**src/rtl/seg_pkg.sv**
```systemverilog
// Shared constants for the 7-segment scan controller: segment patterns
// (bit 6..0, active-high), the blank pattern and the scan state encoding.
package seg_pkg;

  localparam logic [6:0] SEG_0 = 7'b1110111;
  localparam logic [6:0] SEG_1 = 7'b0100100;
  localparam logic [6:0] SEG_2 = 7'b1011101;
  localparam logic [6:0] SEG_3 = 7'b1101101;
  localparam logic [6:0] SEG_4 = 7'b0101110;
  localparam logic [6:0] SEG_5 = 7'b1101011;
  localparam logic [6:0] SEG_6 = 7'b1111011;
  localparam logic [6:0] SEG_7 = 7'b0100101;
  localparam logic [6:0] SEG_8 = 7'b1111111;
  localparam logic [6:0] SEG_9 = 7'b1101111;
  localparam logic [6:0] SEG_A = 7'b0111111;
  localparam logic [6:0] SEG_B = 7'b1111010;
  localparam logic [6:0] SEG_C = 7'b1010011;
  localparam logic [6:0] SEG_D = 7'b1111100;
  localparam logic [6:0] SEG_E = 7'b1011011;
  localparam logic [6:0] SEG_F = 7'b0011011;

  localparam logic [6:0] SEG_BLANK = 7'b0000000;

  typedef enum logic [1:0] {
    ST_IDLE,
    ST_SHOW,
    ST_DEAD
  } scan_state_t;

endpackage

```
**src/rtl/hex_seg_decode.sv**
```systemverilog
// Combinational hex nibble to 7-segment pattern decoder.
module hex_seg_decode
  import seg_pkg::*;
(
  input  logic [3:0] i_nib,
  output logic [6:0] o_seg
);

  always_comb begin
    o_seg = SEG_BLANK;
    case (i_nib)
      4'h0: o_seg = SEG_0;
      4'h1: o_seg = SEG_1;
      4'h2: o_seg = SEG_2;
      4'h3: o_seg = SEG_3;
      4'h4: o_seg = SEG_4;
      4'h5: o_seg = SEG_5;
      4'h6: o_seg = SEG_6;
      4'h7: o_seg = SEG_7;
      4'h8: o_seg = SEG_8;
      4'h9: o_seg = SEG_9;
      4'hA: o_seg = SEG_A;
      4'hB: o_seg = SEG_B;
      4'hC: o_seg = SEG_C;
      4'hD: o_seg = SEG_D;
      4'hE: o_seg = SEG_E;
      4'hF: o_seg = SEG_F;
      default: o_seg = SEG_BLANK;
    endcase
  end

endmodule

```
**src/rtl/seg_scan_ctrl.sv**
```systemverilog
// Multiplexed 7-segment scan controller with double-buffered display word.
// Optional SEG_LEADING_ZERO_BLANK_EN darkens leading zero digits.
module seg_scan_ctrl
  import seg_pkg::*;
#(
  parameter int N_DIGITS = 4,
  parameter int DWELL    = 4,
  parameter int DEAD     = 1
) (
  input  logic                    clk,
  input  logic                    rst,
  input  logic                    en,
  input  logic                    load,
  input  logic [4*N_DIGITS-1:0]   data_in,
  input  logic [N_DIGITS-1:0]     blank_in,
  output logic [N_DIGITS-1:0]     digit_sel,
  output logic [6:0]              seg,
  output logic                    frame_done
);

  localparam int CNT_MAX = (DWELL > DEAD) ? DWELL : DEAD;
  localparam int CNT_W   = $clog2(CNT_MAX + 1);
  localparam int IDX_W   = (N_DIGITS > 1) ? $clog2(N_DIGITS) : 1;
  localparam logic [CNT_W-1:0] DWELL_LAST = CNT_W'(DWELL - 1);
  localparam logic [CNT_W-1:0] DEAD_LAST  = CNT_W'((DEAD > 0) ? DEAD - 1 : 0);
  localparam logic [IDX_W-1:0] IDX_LAST   = IDX_W'(N_DIGITS - 1);

  scan_state_t r_state, w_state_next;
  logic [IDX_W-1:0] r_idx, w_idx_next, w_idx_inc;
  logic [CNT_W-1:0] r_cnt, w_cnt_next;
  logic [4*N_DIGITS-1:0] r_act_data, w_act_data_next, r_pend_data, w_pend_data_next;
  logic [N_DIGITS-1:0] r_act_blank, w_act_blank_next, r_pend_blank, w_pend_blank_next;
  logic r_pend_valid, w_pend_valid_next;
  logic [N_DIGITS-1:0] r_digit_sel, w_sel_next, w_lz_mask, w_blank_eff;
  logic [6:0] r_seg, w_seg_next, w_dec;
  logic [3:0] w_nib;
  logic r_frame_done, w_fd_next;

  assign w_idx_inc = (r_idx == IDX_LAST) ? '0 : r_idx + 1'b1;

  always_comb begin
    w_state_next = r_state;
    w_idx_next   = r_idx;
    w_cnt_next   = r_cnt;
    case (r_state)
      ST_IDLE: begin
        if (en) begin
          w_state_next = ST_SHOW;
          w_idx_next   = '0;
          w_cnt_next   = '0;
        end
      end
      ST_SHOW: begin
        if (!en) begin
          w_state_next = ST_IDLE;
          w_idx_next   = '0;
          w_cnt_next   = '0;
        end else if (r_cnt == DWELL_LAST) begin
          w_cnt_next = '0;
          if (DEAD > 0) begin
            w_state_next = ST_DEAD;
          end else begin
            w_idx_next = w_idx_inc;
          end
        end else begin
          w_cnt_next = r_cnt + 1'b1;
        end
      end
      ST_DEAD: begin
        if (!en) begin
          w_state_next = ST_IDLE;
          w_idx_next   = '0;
          w_cnt_next   = '0;
        end else if (r_cnt == DEAD_LAST) begin
          w_state_next = ST_SHOW;
          w_idx_next   = w_idx_inc;
          w_cnt_next   = '0;
        end else begin
          w_cnt_next = r_cnt + 1'b1;
        end
      end
      default: begin
        w_state_next = ST_IDLE;
        w_idx_next   = '0;
        w_cnt_next   = '0;
      end
    endcase
  end

  // frame_done is registered, so flag the upcoming cycle if it closes the last digit
  always_comb begin
    w_fd_next = 1'b0;
    if (w_idx_next == IDX_LAST) begin
      if (DEAD > 0)
        w_fd_next = (w_state_next == ST_DEAD) && (w_cnt_next == DEAD_LAST);
      else
        w_fd_next = (w_state_next == ST_SHOW) && (w_cnt_next == DWELL_LAST);
    end
  end

  always_comb begin
    w_act_data_next   = r_act_data;
    w_act_blank_next  = r_act_blank;
    w_pend_data_next  = r_pend_data;
    w_pend_blank_next = r_pend_blank;
    w_pend_valid_next = r_pend_valid;
    if ((r_frame_done || (r_state == ST_IDLE && en)) && r_pend_valid) begin
      w_act_data_next   = r_pend_data;
      w_act_blank_next  = r_pend_blank;
      w_pend_valid_next = 1'b0;
    end
    if (load) begin
      if (r_frame_done) begin
        w_act_data_next  = data_in;
        w_act_blank_next = blank_in;
      end else begin
        w_pend_data_next  = data_in;
        w_pend_blank_next = blank_in;
        w_pend_valid_next = 1'b1;
      end
    end
  end

`ifdef SEG_LEADING_ZERO_BLANK_EN
  always_comb begin
    logic w_nz_seen;
    w_nz_seen = 1'b0;
    w_lz_mask = '0;
    for (int i = N_DIGITS - 1; i > 0; i--) begin
      w_nz_seen    = w_nz_seen | (w_act_data_next[4*i +: 4] != 4'h0);
      w_lz_mask[i] = ~w_nz_seen;
    end
  end
`else
  assign w_lz_mask = '0;
`endif

  assign w_blank_eff = w_act_blank_next | w_lz_mask;
  assign w_nib       = w_act_data_next[4*w_idx_next +: 4];

  hex_seg_decode u_dec (
    .i_nib (w_nib),
    .o_seg (w_dec)
  );

  assign w_sel_next = (w_state_next == ST_SHOW) ? (N_DIGITS'(1) << w_idx_next) : '0;
  assign w_seg_next = (w_state_next == ST_SHOW && !w_blank_eff[w_idx_next]) ? w_dec : SEG_BLANK;

  always_ff @(posedge clk) begin
    if (rst) begin
      r_state      <= ST_IDLE;
      r_idx        <= '0;
      r_cnt        <= '0;
      r_act_data   <= '0;
      r_act_blank  <= '0;
      r_pend_data  <= '0;
      r_pend_blank <= '0;
      r_pend_valid <= 1'b0;
      r_digit_sel  <= '0;
      r_seg        <= SEG_BLANK;
      r_frame_done <= 1'b0;
    end else begin
      r_state      <= w_state_next;
      r_idx        <= w_idx_next;
      r_cnt        <= w_cnt_next;
      r_act_data   <= w_act_data_next;
      r_act_blank  <= w_act_blank_next;
      r_pend_data  <= w_pend_data_next;
      r_pend_blank <= w_pend_blank_next;
      r_pend_valid <= w_pend_valid_next;
      r_digit_sel  <= w_sel_next;
      r_seg        <= w_seg_next;
      r_frame_done <= w_fd_next;
    end
  end

  assign digit_sel  = r_digit_sel;
  assign seg        = r_seg;
  assign frame_done = r_frame_done;

endmodule

```
**config.mk**
```make
export PLATFORM = sky130hd
export DESIGN_NAME = seg_scan_ctrl
export DESIGN_NICKNAME = d
export VERILOG_FILES = /design/src/rtl/seg_pkg.sv /design/src/rtl/hex_seg_decode.sv /design/src/rtl/seg_scan_ctrl.sv
export SDC_FILE = /design/constraint.sdc
export NUM_CORES = 1
export LEC_CHECK = 0
export ABC_CLOCK_PERIOD_IN_PS = 2900
export CORE_MARGIN = 3
export CORE_UTILIZATION = 48
export CTS_CLUSTER_SIZE = 20
export DETAILED_ROUTE_END_ITERATION = 7
export PLACE_DENSITY_LB_ADDON = 0.25
export SLEW_MARGIN = 20
export SYNTH_ARGS = -nofsm -noshare
export SYNTH_HDL_FRONTEND = slang
export SYNTH_HIERARCHICAL = 1
export SYNTH_SLANG_ARGS = --single-unit
export TNS_END_PERCENT = 5
```
**constraint.sdc**
```tcl
create_clock -name clk -period 2.9 [get_ports clk]
set_input_delay 0.58 -clock clk [delete_from_list [all_inputs] [get_ports clk]]
set_output_delay 0.58 -clock clk [all_outputs]
set_load 0.05 [all_outputs]
```
==> results of run 1 <==
==> synthesized netlist by cell type (2+ instances only) <==
| master | number |
|---|---|
| buf_6 | 3 |
| and2_1 | 2 |
| a31oi_1 | 3 |
| o32ai_2 | 7 |
| o21ai_1 | 2 |
| mux2_4 | 2 |
| mux2_2 | 3 |
| nor2_1 | 8 |
| o211ai_1 | 16 |
| nand2b_1 | 9 |
| clkbuf_1 | 21 |
| dfxtp_1 | 60 |
| buf_2 | 8 |
| and3_1 | 5 |
| nor2b_1 | 28 |
| nand3b_1 | 2 |
| inv_1 | 17 |
| o2111ai_1 | 16 |
| a22oi_1 | 2 |
| mux2i_1 | 16 |
| o21ai_0 | 4 |
| o32a_1 | 4 |
| ha_1 | 12 |
| nand3_1 | 17 |
| a21o_1 | 2 |
| nor3b_1 | 4 |
| a21oi_1 | 25 |
| nand2_1 | 76 |
| nor3_1 | 2 |
==> cell families after synthesis <==
| family | Yosys count |
|---|---|
| muxes | 23 |
| buffers and inverters | 52 |
| adders and majority gates | 12 |
| AOI/OAI and AO/OA | 86 |
| and+or+nand+nor | 159 |
| DFF | 60 |
==> flip-flops by register name (all words and copies together), names as in the netlist <==
register      count
digit_sel         4
r_state           2
r_pend_blank      4
r_act_blank       4
r_cnt             3
r_act_data       16
r_idx             2
r_pend_data      16
seg               7
r_pend_valid      1
frame_done        1
==> area by class of cell <==
cell class / count / area, um2 / area share (%)
sequential: 60 / 1210 / 28.0
inverter: 18 / 67.6 / 1.57
clock inverter: 3 / 40.0 / 0.928
tap: 77 / 96.3 / 2.23
timing repair buffer: 85 / 767 / 17.8
multi-input combinational: 281 / 2000 / 46.3
clock buffer: 10 / 138 / 3.19
==> power by group <==
part / internal, mW / switching, mW
Combinational: 0.119 / 0.133
Sequential: 0.855 / 0.0213
Clock: 0.403 / 0.317
Total: 1.38 / 0.472
==> metal layers <==
metal / up-vias / track usage, %
met2: 72 / 37.7
met1: 1435 / 28.7
met4: 0 / 7.55
met3: 10 / 6.98
li1: 1501 / -
met5: - / 0
==> worst paths after layout <==
kind                                      from             end  depth (start not counted)
worst max-delay path                  r_cnt[0]          seg[4]                         14
worst min-delay path            r_pend_data[8]  r_pend_data[8]                          2
worst max register to register        r_cnt[0]          seg[4]                         14
worst min register to register  r_pend_data[8]  r_pend_data[8]                          2
==> critical path: stages (launching register included) <==
cell	delay, ns
dfxtp_2	0.34
inv_2	0.05
ha_4	0.15
nand2b_4	0.10
mux2i_2	0.23
o21ai_2	0.09
buf_6	0.16
buf_4	0.15
mux2i_4	0.18
mux2i_1	0.16
buf_4	0.18
mux2_2	0.34
o21ai_1	0.16
inv_1	0.08
o32ai_2	0.27
==> per-stage QoR <==
stage | util [%] | cells | worst slack (ns) | cell area [um2] | hold slack [ns]
2_1_floorplan | - | 392 | -0.0119 | 3340 | 0.437
3_3_place_gp | 60.6 | 511 | -0.625 | 3940 | 0.447
3_5_place_dp | 60.6 | 511 | -0.730 | 3940 | 0.450
4_1_cts | 65.8 | 532 | 0.0504 | 4270 | 0.465
5_1_grt | 66.4 | 534 | 0.00355 | 4320 | 0.487
6_report | 66.4 | 534 | 0.143 | 4320 | 0.468
==> repair_timing <==
action,in CTS,in global routing
setup endpoints to repair,7,7
cloned,1,0
buffers inserted,7,2
resized for setup,22,14
pin swaps,7,7
==> run metrics, run 1 <==
crit path time final 2.76 ns; layout cell share with drive strength beyond 1 23.9%; WL final 8.57 mm; Slew Limit Fails 0; GR Overflow Total 0; DR pass1 iterations 4; Static Leakage 1.67 nW; pwr/cell area 428 mW/mm2; TritonCTS Buffers 9; HP Class reg -> reg; Starting Density 50.7%; syn_nets 428; Die H 88.8 um; number of synthesized flops with an enable pin 0; number of remaining DRC errors 0; ys flop type dfxtp_1; Power, Total 1.85 mW; initial antenna violation count 0; Syn Area/Cell 8.40 um2; cell row count 29; dpl hpwl 6.06 mm; Worst EP arrival 3.01 ns; commonest non-fill, non-tap cell in the layout nand2_1; die extent in x 88.8 um; CTS tree yes; Syn Inst Count 392; CP Capture Type flip-flop; Slew HR 65.6%; Synth Area in XOR/XNOR 0%; Layout area overhead 31.1%; main combinational cell family by area after synthesis simple AND/OR/NAND/NOR gates; clock sink count 60; clk_lat worst skew 0.34 ns; Final ANT Viol Nets 0; Final setup viols 0; Yosys top cell area share 36.5%; Detail Route met2 WL 4.18 mm; post-synthesis mux area share 7.83%; vias in the first global route 2937; first-pass GRT wire length 14.0 mm; H-Tree Depth 3; via count 3018; CP Max Fanout 8; period utilization 95.1%; f_max 0.363 GHz; Post-Synth Adder-Cell Area 4.56%; GRT Overall Usage 23.0%; compound-gate portion of the synthesized area 20.0%; CTS root buf clkbuf_8; most frequent cells in the layout 75 x nand2_1, 55 x dfxtp_1, 42 x buf_4, 33 x clkdlybuf4s50_1, 28 x nor2b_1; Synth cell types 45; post-route clock skew 0.00837 ns; met3 WL 476 um; required time of the critical path 3.15 ns; RePlAce Congestion 0.854; flops & latches, synth 60; Max Root-Sink Buffers 2; largest net degree at the start of global routing 47; RSZ-0062 raised after global routing no; Core Region 0.00649 mm2; outcome completed; CP Class reg -> reg; Hold Vio Cnt, Final 0; Least-Margin Pin Slew 0.515 ns; Total Nets Final 491; R2R setup slack 0.14 ns; Startpoint Class flip-flop; max layer used met4; cell taking the most area after synthesis dfxtp_1; post-synthesis sequential area ratio 36.5%; Worst-path clk slew 0.06 ns; simple-gate share of the synthesized area 24.1%; Warnings, synthesis 6; number of DRC markers in iteration 0 269; CTS Hold Bufs 0; maximum vdd drop 0.281 mV; wire length per cell 16.0 um; Max Cap Violations 0; ys async rst share 0%; final-layout fill cell count 511; largest cells by area after synthesis dfxtp_1 36%, nand2_1 8.7%, nor2b_1 5.3%, mux2i_1 4.9%, ha_1 4.6%; setup TNS 0 ns; port bufs 35; metal1 wirelength 3.81 mm; Mapped Area 0.00329 mm2; IO Pins 36; die area 0.00789 mm2; Antenna diodes 0; Via density 5.65
Note: power is estimated with default switching activity, not from simulation.
==> run 2, diff against run 1 <==
Settings changed: ABC_CLOCK_PERIOD_IN_PS 2900 to 3250, CORE_UTILIZATION 48 to 61.
Clock period 2.9 ns to 3.25 ns, I/O delays scaled along.
==> run metrics, run 2 (synthesis results as in run 1) <==
Static Leakage 1.66 nW (-0.44%); pwr/cell area 388 mW/mm2 (-9.5%); HP Class reg -> reg; P_int 1.22 mW (-11%); switching share of total power 26.3% (+0.76 points); setup TNS 0 ns (unchanged); CTS tree yes; Seq pwr share 47.1% (-0.3 points); post-route clock skew 0.00788 ns (-0.000495 ns); die extent in x 79.5 um (-11%); crit path time final 3.16 ns (+0.405 ns); r2r worst-path depth 13 (-1); commonest non-fill, non-tap cell in the layout nand2_1; Starting Density 63.6% (+13 points); TritonCTS Buffers 9 (unchanged); Startpoint Class flip-flop; Hold Vio Cnt, Final 0 (unchanged); Antenna diodes 0 (unchanged); reg2reg start r_state[0]; HP Start r_pend_data[6]; Hold Crit Depth 2 (unchanged); dpl hpwl 5.89 mm (-2.8%); required time of the critical path 3.47 ns (+0.32 ns); period utilization 97.3% (+2.2 points); clk_lat worst skew 0.34 ns (about the same); GR Overflow Total 0 (unchanged); cell row count 26 (-10%); first-pass GRT wire length 14.1 mm (+1.1%); outcome completed; H-Tree Depth 3 (unchanged); CP Class reg -> reg; Gate power share 13.8% (about the same); Slew HR 41.8% (-24 points); Max Cap Violations 0 (unchanged); dpl cells 509 (-0.39%); Worst-path clk slew 0.06 ns (about the same); Power, Total 1.66 mW (-10%); CP startpoint r_state[0]; Total Nets Final 492 (+0.20%); WL final 9.44 mm (+10%); number of remaining DRC errors 0 (unchanged); switching pwr 436 uW (-7.7%); DR pass1 iterations 5 (+1); final-layout fill cell count 302 (-41%); maximum vdd drop 0.344 mV (+23%); CTS Hold Bufs 0 (unchanged); Worst EP arrival 3.38 ns (+0.37 ns); CP Capture Type flip-flop; via count 3217 (+6.6%); setup ws final 0.0882 ns (-0.0546 ns); Final Core Density 82.6% (+16 points); CTS root buf clkbuf_8; Die H 79.5 um (-11%); wire length per cell 17.8 um (+11%); largest net degree at the start of global routing 47 (unchanged); clock sink count 60 (unchanged); hold_ws 0.456 ns (-0.0111 ns); Final Non-Filler Cells 530 (-0.75%); most frequent cells in the layout 76 x nand2_1, 59 x dfxtp_1, 49 x buf_4, 34 x clkdlybuf4s50_1, 28 x nor2b_1; number of DRC markers in iteration 0 228 (-15%); Slew Limit Fails 0 (unchanged); Final setup viols 0 (unchanged); GRT Overall Usage 28.6% (+5.7 points); port bufs 35 (unchanged); IO Pins 36 (unchanged); Core Region 0.00517 mm2 (-20%); dpl ws -0.363 ns (+0.367 ns); Via density 6.07 (+7.4%); vias in the first global route 3048 (+3.8%); Max Root-Sink Buffers 2 (unchanged); f_max 0.316 GHz (-13%); layout cell share with drive strength beyond 1 22.2% (-1.7 points); initial antenna violation count 0 (unchanged); power share of the clock group 39.2% (+0.3 points); Final ANT Viol Nets 0 (unchanged); die area 0.00631 mm2 (-20%); Placed Area 0.00393 mm2 (-0.29%); finished layout cell area 0.00427 mm2 (-1.0%); RePlAce Congestion 0.875 (+2.4%); CP Max Fanout 13 (+5); RSZ-0062 raised after global routing no; Layout area overhead 29.8%; Least-Margin Pin Slew 0.873 ns (+0.357 ns)
[run 2: layout make-up]
class	count	area, um2	area share (%)
tap	70	87.6	2.05
sequential	60	1200	28.1
clock buffer	14	183	4.28
clock inverter	1	5.00	0.117
inverter	18	67.6	1.58
multi-input combinational	280	1960	46.0
timing repair buffer	87	763	17.9
[run 2: worst paths after layout]
check | to | slack (ns)
setup / recovery | seg[6] | 0.09
hold / removal | r_pend_data[6] | 0.46
setup reg to reg | seg[6] | 0.09
hold reg to reg | r_pend_data[6] | 0.46
[run 2: what timing repair did]
action,in CTS,in global routing
setup buffers,0,6
pin swaps,0,9
resized for setup,4,23
endpoints found under the setup margin,5,7
[run 2: worst max-delay path: stages (launching register included)]
cell and delay [ns]:
dfxtp_1 0.61, nor2b_1 0.38, a31oi_1 0.16, o21ai_1 0.13, buf_4 0.21, mux2i_4 0.27, mux2i_4 0.12, inv_1 0.12
buf_4 0.13, ha_2 0.18, inv_1 0.05, mux4_2 0.49, nand3_1 0.12, o32ai_2 0.07
[run 2: power by group through the flow]
| stage | registers (mW) | clock network [mW] | logic [mW] |
|---|---|---|---|
| after detailed placement | 0.794 | 0 | 0.212 |
| after global placement | 0.793 | 0 | 0.206 |
| after floorplan | 0.810 | 0 | 0.106 |
| final | 0.779 | 0.649 | 0.228 |
| after global routing | 0.781 | 0.685 | 0.244 |
| after CTS | 0.778 | 0.651 | 0.215 |
[run 2: routing by layer]
metal	vias to the layer above	global-route usage [%]	part of all wire, %
li1	1497	-	-
met1	1552	34.7	41
met2	143	48.9	51
met3	25	5.76	5.9
met4	0	12.4	2.6
met5	-	0	0
